## src/rtl/bf16_out_pack_if.sv

```systemverilog
// Stream bundle for bf16_out_pack: fp32 element input and packed bf16 word output.
interface bf16_out_pack_if;
   logic        in_valid;
   logic        in_ready;
   logic [31:0] in_data;
   logic        in_last;
   logic        out_valid;
   logic        out_ready;
   logic [31:0] out_data;
   logic [1:0]  out_keep;
   logic        out_last;

   modport master (
      output in_valid, in_data, in_last, out_ready,
      input  in_ready, out_valid, out_data, out_keep, out_last
   );

   modport slave (
      input  in_valid, in_data, in_last, out_ready,
      output in_ready, out_valid, out_data, out_keep, out_last
   );
endinterface

```

## src/rtl/bf16_out_pack.sv

```systemverilog
// fp32 -> bf16 (RNE, optional ReLU) converter that packs element pairs
// into 32-bit words and buffers them in a small FIFO.
module bf16_out_pack #(
   parameter int DEPTH = 4,
   parameter int CNT_W = 16
) (
   input  logic             clk,
   input  logic             rst,
   input  logic             clr,
   input  logic             relu_en,
   bf16_out_pack_if.slave   s,
   output logic [CNT_W-1:0] word_cnt
);
   localparam int AW = $clog2(DEPTH);
   localparam int CW = AW + 1;
   localparam int EW = 35;

   typedef enum logic {EMPTY = 1'b0, HALF = 1'b1} state_t;

   state_t           state_q, state_d;
   logic [15:0]      lo_q, lo_d;
   logic [AW-1:0]    wr_ptr_q, wr_ptr_d;
   logic [AW-1:0]    rd_ptr_q, rd_ptr_d;
   logic [CW-1:0]    count_q, count_d;
   logic [CNT_W-1:0] cnt_q, cnt_d;
   logic [EW-1:0]    mem_q [DEPTH];
   logic [EW-1:0]    mem_d [DEPTH];

   logic        accept;
   logic        pop;
   logic        push;
   logic [31:0] w_data;
   logic [1:0]  w_keep;
   logic        w_last;
   logic [31:0] rnd;
   logic [15:0] bf;
   logic [EW-1:0] head;

   assign s.in_ready = (count_q < CW'(DEPTH)) & ~clr;
   assign accept     = s.in_valid & s.in_ready;
   assign s.out_valid = (count_q != '0);
   assign pop        = s.out_valid & s.out_ready & ~clr;
   assign word_cnt   = cnt_q;

   // ReLU beats Inf/NaN passthrough, which beats rounding overflow
   always_comb begin
      rnd = s.in_data + 32'h0000_7FFF + {31'b0, s.in_data[16]};
      if (relu_en & s.in_data[31])
         bf = 16'h0000;
      else if (s.in_data[30:23] == 8'hFF)
         bf = s.in_data[31:16];
      else if (rnd[30:23] == 8'hFF)
         bf = {s.in_data[31], 15'h7F7F};
      else
         bf = rnd[31:16];
   end

   always_ff @(posedge clk or posedge rst) begin
      if (rst) state_q <= EMPTY;
      else     state_q <= state_d;
   end

   always_comb begin
      state_d = state_q;
      unique case (state_q)
         EMPTY: if (accept & ~s.in_last) state_d = HALF;
         HALF:  if (accept) state_d = EMPTY;
         default: state_d = EMPTY;
      endcase
      if (clr) state_d = EMPTY;
   end

   always_comb begin
      push   = 1'b0;
      w_data = '0;
      w_keep = '0;
      w_last = 1'b0;
      lo_d   = lo_q;
      unique case (state_q)
         EMPTY: begin
            if (accept & s.in_last) begin
               push   = 1'b1;
               w_data = {16'h0000, bf};
               w_keep = 2'b01;
               w_last = 1'b1;
            end else if (accept) begin
               lo_d = bf;
            end
         end
         HALF: begin
            if (accept) begin
               push   = 1'b1;
               w_data = {bf, lo_q};
               w_keep = 2'b11;
               w_last = s.in_last;
            end
         end
         default: push = 1'b0;
      endcase
   end

   always_comb begin
      mem_d    = mem_q;
      wr_ptr_d = wr_ptr_q;
      rd_ptr_d = rd_ptr_q;
      count_d  = count_q;
      cnt_d    = cnt_q;
      if (clr) begin
         wr_ptr_d = '0;
         rd_ptr_d = '0;
         count_d  = '0;
         cnt_d    = '0;
      end else begin
         if (push) begin
            mem_d[wr_ptr_q] = {w_data, w_keep, w_last};
            wr_ptr_d        = wr_ptr_q + AW'(1);
         end
         if (pop) begin
            rd_ptr_d = rd_ptr_q + AW'(1);
            cnt_d    = cnt_q + CNT_W'(1);
         end
         count_d = count_q + CW'(push) - CW'(pop);
      end
   end

   always_ff @(posedge clk or posedge rst) begin
      if (rst) begin
         lo_q     <= '0;
         wr_ptr_q <= '0;
         rd_ptr_q <= '0;
         count_q  <= '0;
         cnt_q    <= '0;
         mem_q    <= '{default: '0};
      end else begin
         lo_q     <= lo_d;
         wr_ptr_q <= wr_ptr_d;
         rd_ptr_q <= rd_ptr_d;
         count_q  <= count_d;
         cnt_q    <= cnt_d;
         mem_q    <= mem_d;
      end
   end

   assign head       = mem_q[rd_ptr_q];
   assign s.out_data = s.out_valid ? head[34:3] : '0;
   assign s.out_keep = s.out_valid ? head[2:1]  : '0;
   assign s.out_last = s.out_valid ? head[0]    : 1'b0;
endmodule
```

## src/flat_wrapper.sv

```systemverilog
// flat-port wrapper written by rule: the top's interface ports become plain ports
module bf16_out_pack_flat 
#(
   parameter int DEPTH = 4,
   parameter int CNT_W = 16
)
  (clk, rst, clr, relu_en, word_cnt, s_in_valid, s_in_data, s_in_last, s_out_ready, s_in_ready, s_out_valid, s_out_data, s_out_keep, s_out_last);
  bf16_out_pack_if s_i ();
  input  logic clk;
  input  logic rst;
  input  logic clr;
  input  logic relu_en;
  output logic [CNT_W-1:0] word_cnt;
  input wire logic [$bits(s_i.in_valid)-1:0] s_in_valid;
  input wire logic [$bits(s_i.in_data)-1:0] s_in_data;
  input wire logic [$bits(s_i.in_last)-1:0] s_in_last;
  input wire logic [$bits(s_i.out_ready)-1:0] s_out_ready;
  output wire logic [$bits(s_i.in_ready)-1:0] s_in_ready;
  output wire logic [$bits(s_i.out_valid)-1:0] s_out_valid;
  output wire logic [$bits(s_i.out_data)-1:0] s_out_data;
  output wire logic [$bits(s_i.out_keep)-1:0] s_out_keep;
  output wire logic [$bits(s_i.out_last)-1:0] s_out_last;
  assign s_i.in_valid = s_in_valid;
  assign s_i.in_data = s_in_data;
  assign s_i.in_last = s_in_last;
  assign s_i.out_ready = s_out_ready;
  assign s_in_ready = s_i.in_ready;
  assign s_out_valid = s_i.out_valid;
  assign s_out_data = s_i.out_data;
  assign s_out_keep = s_i.out_keep;
  assign s_out_last = s_i.out_last;
  bf16_out_pack #(.DEPTH(DEPTH), .CNT_W(CNT_W)) u_core (.clk(clk), .rst(rst), .clr(clr), .relu_en(relu_en), .s(s_i), .word_cnt(word_cnt));
endmodule
```

## config.mk

```make
export PLATFORM = sky130hd
export DESIGN_NAME = bf16_out_pack_flat
export DESIGN_NICKNAME = d
export VERILOG_FILES = /design/src/rtl/bf16_out_pack_if.sv /design/src/rtl/bf16_out_pack.sv /design/src/flat_wrapper.sv
export SDC_FILE = /design/constraint.sdc
export NUM_CORES = 1
export LEC_CHECK = 0
export BUFFER_PORTS_ARGS = -buffer_cell sky130_fd_sc_hd__buf_2
export CORE_MARGIN = 2
export CORE_UTILIZATION = 50
export CTS_CLUSTER_DIAMETER = 30
export DETAILED_ROUTE_END_ITERATION = 8
export PLACE_DENSITY = 0.71
export SLEW_MARGIN = 20
export SYNTH_ARGS = -nofsm -noshare
export SYNTH_HDL_FRONTEND = slang
export SYNTH_SLANG_ARGS = --single-unit
```

## constraint.sdc

```tcl
create_clock -name clk -period 6.95 [get_ports clk]
set_input_delay 1.39 -clock clk [delete_from_list [all_inputs] [get_ports clk]]
set_output_delay 1.39 -clock clk [all_outputs]
set_load 0.01 [all_outputs]
```

After elaboration in Yosys (flattened, before gate mapping)
Cells that the tools add are included.
W data, S select, Z words.
- $add $sub $neg: 7
- magnitude comparators: 4
- eq/ne operators: 2
- multiplexer cells: 34
- bitwise operators: 13
- reduce and logical (&&, ||, !) cells: 6
- operators with widths (kind ; count):
    $bwmux W140 ; 1
    $mux W35 ; 3
    $mux W16 ; 6
    $bmux W35 S2 ; 1
    $demux W35 S2 ; 1
    $mux W32 ; 2
    $pmux W32 S2 ; 1
    $add A32 B1 Y32 ; 1
    $add A32 B15 Y32 const B ; 1
    $add A16 B1 Y16 const B ; 1
    $eq A8 B8 Y1 const B ; 2
    $mux W2 ; 6
    $mux W1 ; 8
    $and A1 B1 Y1 ; 7
    $ge A3 B3 Y1 const B ; 2
    $not A2 Y3 ; 2
    $pmux W1 S2 ; 3
    $add A2 B1 Y2 const B ; 2
    $not A1 Y1 ; 4
    $pmux W2 S2 ; 1
    $reduce_bool A2 Y1 ; 2
    $add A3 B1 Y3 ; 1
    $lt A3 B1 Y1 const B ; 1
    $lt A3 B3 Y1 const B ; 1
    other kinds (6) ; 6
- flip-flop bits (word level): 180
- bits of input ports: 39
- output and inout bits: 53
- logic and storage cells: 76

Logic depth before layout (Yosys ltp)
- depth after elaboration: 9
- mapped depth: 13
- gate-level depth less buffers: 10

Worst setup path after synthesis
No wires, ideal clock.
- kind: input port to output port
- start: input clr
- end: output s_in_ready
- data arrival time: 1.941 ns
- data required time: 5.560 ns
- path slack: 3.619 ns
- stages: 3
- buffers on the path: 2
- cells stage by stage: buf_2 > buf_1 > nor2_1
- cells in the longest elaborated chain, start to end: 2
- ends and longest elaborated chain (item ; RTL line ; source):
    start: declaration ; flat_wrapper.sv:11 ; input logic clr;
    $not A1 Y1 (no source line) ; -- ;
    $and A1 B1 Y1 ; bf16_out_pack.sv:39 ; assign s.in_ready = (count_q < CW'(DEPTH)) & ~clr;
    end: declaration ; flat_wrapper.sv:18 ; output wire logic [$bits(s_i.in_ready)-1:0] s_in_ready;
Every way passes these cells.

Worst setup path after layout
- start: register u_core.rd_ptr_q[0]
- end: output s_out_data[8]
- cells in the longest elaborated chain, start to end: 5
- ends and longest elaborated chain (item ; RTL line ; source):
    start: declaration ; bf16_out_pack.sv:23 ; logic [AW-1:0] rd_ptr_q, rd_ptr_d;
    start signal: assignment ; bf16_out_pack.sv:137 ; rd_ptr_q <= rd_ptr_d;
    $not A2 Y3 (implied by the code) ; bf16_out_pack.sv:144 ; assign head = mem_q[rd_ptr_q];
    $bmux W35 S2 ; bf16_out_pack.sv:144 ;
    $mux W35 (implied by the code) (2 in a row) ; bf16_out_pack.sv:144 ;
    $mux W32 ; bf16_out_pack.sv:145 ; assign s.out_data = s.out_valid ? head[34:3] : '0;
    end: declaration ; flat_wrapper.sv:20 ; output wire logic [$bits(s_i.out_data)-1:0] s_out_data;
Every way passes these cells. The select of a mux whose other input is x is not followed.

==> summary.txt <==
Status
  • Status: complete, no violations

CTS
  • TritonCTS Buffers: 17
  • H-tree Lvls: 4
  • # clock sinks: 180
  • Postcts setup bufs: 0
  • Worst-Skew Late Latency: 440 ps
  • CTS Buffer Depth: 2
  • CTS clock-pin slew for the worst setup and hold paths: 70 ps
  • CTS resizes: 0
  • CTS tree: built
  • Hold buffer count at CTS: 0
  • CTS Root Cell: clkbuf_16

Setup path
  • Worst EP arrival: 2380 ps
  • Crit path launch type: register
  • Worst Setup Path Type: reg2out
  • R2R setup slack: 3600 ps
  • Crit-path max FO: 37
  • CP required: 5560 ps
  • Crit. End Element: output pin

GRT
  • First-pass GRT wire length: 34.74 mm
  • Largest net degree at the start of global routing: 118
  • Vias in the first global route: 6,558
  • Total GRT Usage: 24.35%
  • Congestion Overflow GR: 0
  • Initial antenna violation count: 0

STA
  • Max Clock Freq: 0.2654 GHz
  • Setup TNS: 0 ps
  • Hold Violations, Final: 0
  • Clock Skews: 11.61 ps
  • Tmin final: 3768 ps
  • Worst setup margin: 3182 ps
  • Fin crit share: 54.21%
  • RSZ-0062 raised after global routing: no
  • Least-Margin Pin Slew: 863.5 ps
  • Worst slew margin: 41.96%
  • Hold WS: 465.8 ps
  • Final setup viols: 0
  • Slew Limit Fails: 0

Floorplanning
  • Ports: 92
  • Die ar.: 18,830 um^2
  • Starting density of the core: 51.32%
  • Row cnt: 48
  • Die X: 137.2 um
  • Height of the die: 137.2 um
  • Core Area: 17,300 um^2

Synth
  • Avg Synthesized Cell Area: 10.62 um^2
  • Mapped Cells: 836
  • Ranking of synthesized cells by area: dfrtp_1, mux4_2, nand2_1
  • Sequential fraction of the synthesis area: 50.75%
  • Yosys cell types: 58
  • Yosys warning total: 0
  • Synth area leader: dfrtp_1
  • Post-Syn Area: 8876 um^2
  • Synth Net Count: 883
  • Top_reg_cell synth: dfrtp_1
  • Asr flop ratio synth: 100.0%
  • #FFs+latches synth: 180
  • Top-area cell type share of the netlist area: 50.75%
  • Number of flops mapped to enable cells by yosys: 0

Job
  • Max_cap viols: 0

Place
  • Placer Congestion: 0.8103
  • Detailed Place HPWL: 13.93 mm
  • PortBufs: 91
  • Setup WS pre-CTS: 2879 ps
  • Placed cell count: 1,111

Layout
  • Nets: 952
  • Synth-to-layout area growth: 13.77%
  • Commonest non-fill, non-tap cell in the layout: dfrtp_1
  • Fin cells: 1,143
  • Fillers: 1,463
  • Share of cells above drive strength 1: 23.64%
  • Diode count: 0
  • Most frequent cells in the layout: dfrtp_1, nand2_1, buf_2

Drt
  • Via-to-Cell Ratio: 5.949
  • Post-route ant nets: 0
  • DR iter-0 viols: 584
  • Final wirelength: 21.60 mm
  • Via count: 6,800
  • Residual DRC: 0
  • Initial DRT Pass Iterations: 5
  • Avg WL per Cell: 18.90 um

Worst hold path
  • Hold Path Class: reg2reg

Power and ir drop
  • VDD IR-drop max: 195.3 uV
  • Leak: 0.004561 uW
  • Power per Cell Area: 265.0 nW/um^2
## critical path: stages (launching register included)
cell and delay [ps]:
dfrtp_2 340, buf_4 630, mux4_2 640, and2_1 180, buf_2 140
## registers in the layout (all words and copies together) (netlist names)
register,flops
u_core.word_cnt,16
u_core.rd_ptr_q,2
u_core.state_q,1
u_core.count_q,3
u_core.mem_q,140
u_core.wr_ptr_q,2
u_core.lo_q,16
## logic make-up after synthesis
kind of cell	share of synthesized area [%]
multiplexers	12.49
XOR/XNOR	2.171
adder cells (fa/ha/maj)	1.212
AND/OR/NAND/NOR	15.84
flip-flops	50.75
AO/OA/AOI/OAI	14.60
buffers and inverters	2.932
## cell type report
| cell class | instances | area, um^2 | area share, % |
|---|---|---|---|
| Sequential cell | 180 | 4506 | 44.62 |
| Inverter | 12 | 52.55 | 0.5204 |
| Tap cell | 225 | 281.5 | 2.788 |
| Clock buffer | 20 | 466.7 | 4.622 |
| Clock inverter | 12 | 118.9 | 1.177 |
| Multi-Input combinational cell | 593 | 4143 | 41.02 |
| Timing Repair Buffer | 101 | 530.5 | 5.253 |
## power by group
group / leakage [uW] / switching [uW] / internal, uW
clock network: 0.000285 / 426 / 528
logic: 0.00181 / 300 / 207
registers: 0.00246 / 68.0 / 1150
total: 0.00456 / 794 / 1880
## layer usage
metal  wire length, um  vias up  track usage [%]
met5                 0        -                0
met4               415        0            8.477
met3              1447       35            4.967
met2             10200      251            38.31
met1              9531     3366            33.93
li1                  -     3148                -
## Yosys cell counts, types with 12 or more instances
library cell and number:
a21oi_1 49, a22o_1 13, a31oi_1 18, and2_1 36, buf_2 19, clkbuf_1 29, dfrtp_1 180, inv_1 12
mux2_2 22, mux4_2 35, nand2_1 114, nand3_1 14, nor2_1 72, o21ai_0 75, o31ai_1 17, xor2_1 14
## path summary, 6_finish.rpt
kind                                    start                 to  depth (start not counted)
max                        u_core.rd_ptr_q[0]      s_out_data[8]                          4
min                          u_core.mem_q[36]   u_core.mem_q[36]                          1
max reg2reg                 u_core.count_q[2]  u_core.count_q[2]                         10
min reg2reg                  u_core.mem_q[36]   u_core.mem_q[36]                          1
max in group asynchronous                 rst   u_core.mem_q[71]                          3
min in group asynchronous                 rst  u_core.mem_q[104]                          2
## per-stage QoR
step	power [uW]	util (%)	area [um^2]
after global routing	2805	58.38	10100
after CTS	2692	58.36	10090
after global placement	1730	54.98	9509
after floorplan	1591	-	8876
after detailed placement	1743	54.98	9509
final	2676	58.38	10100
(Power assumes the default switching activity.)
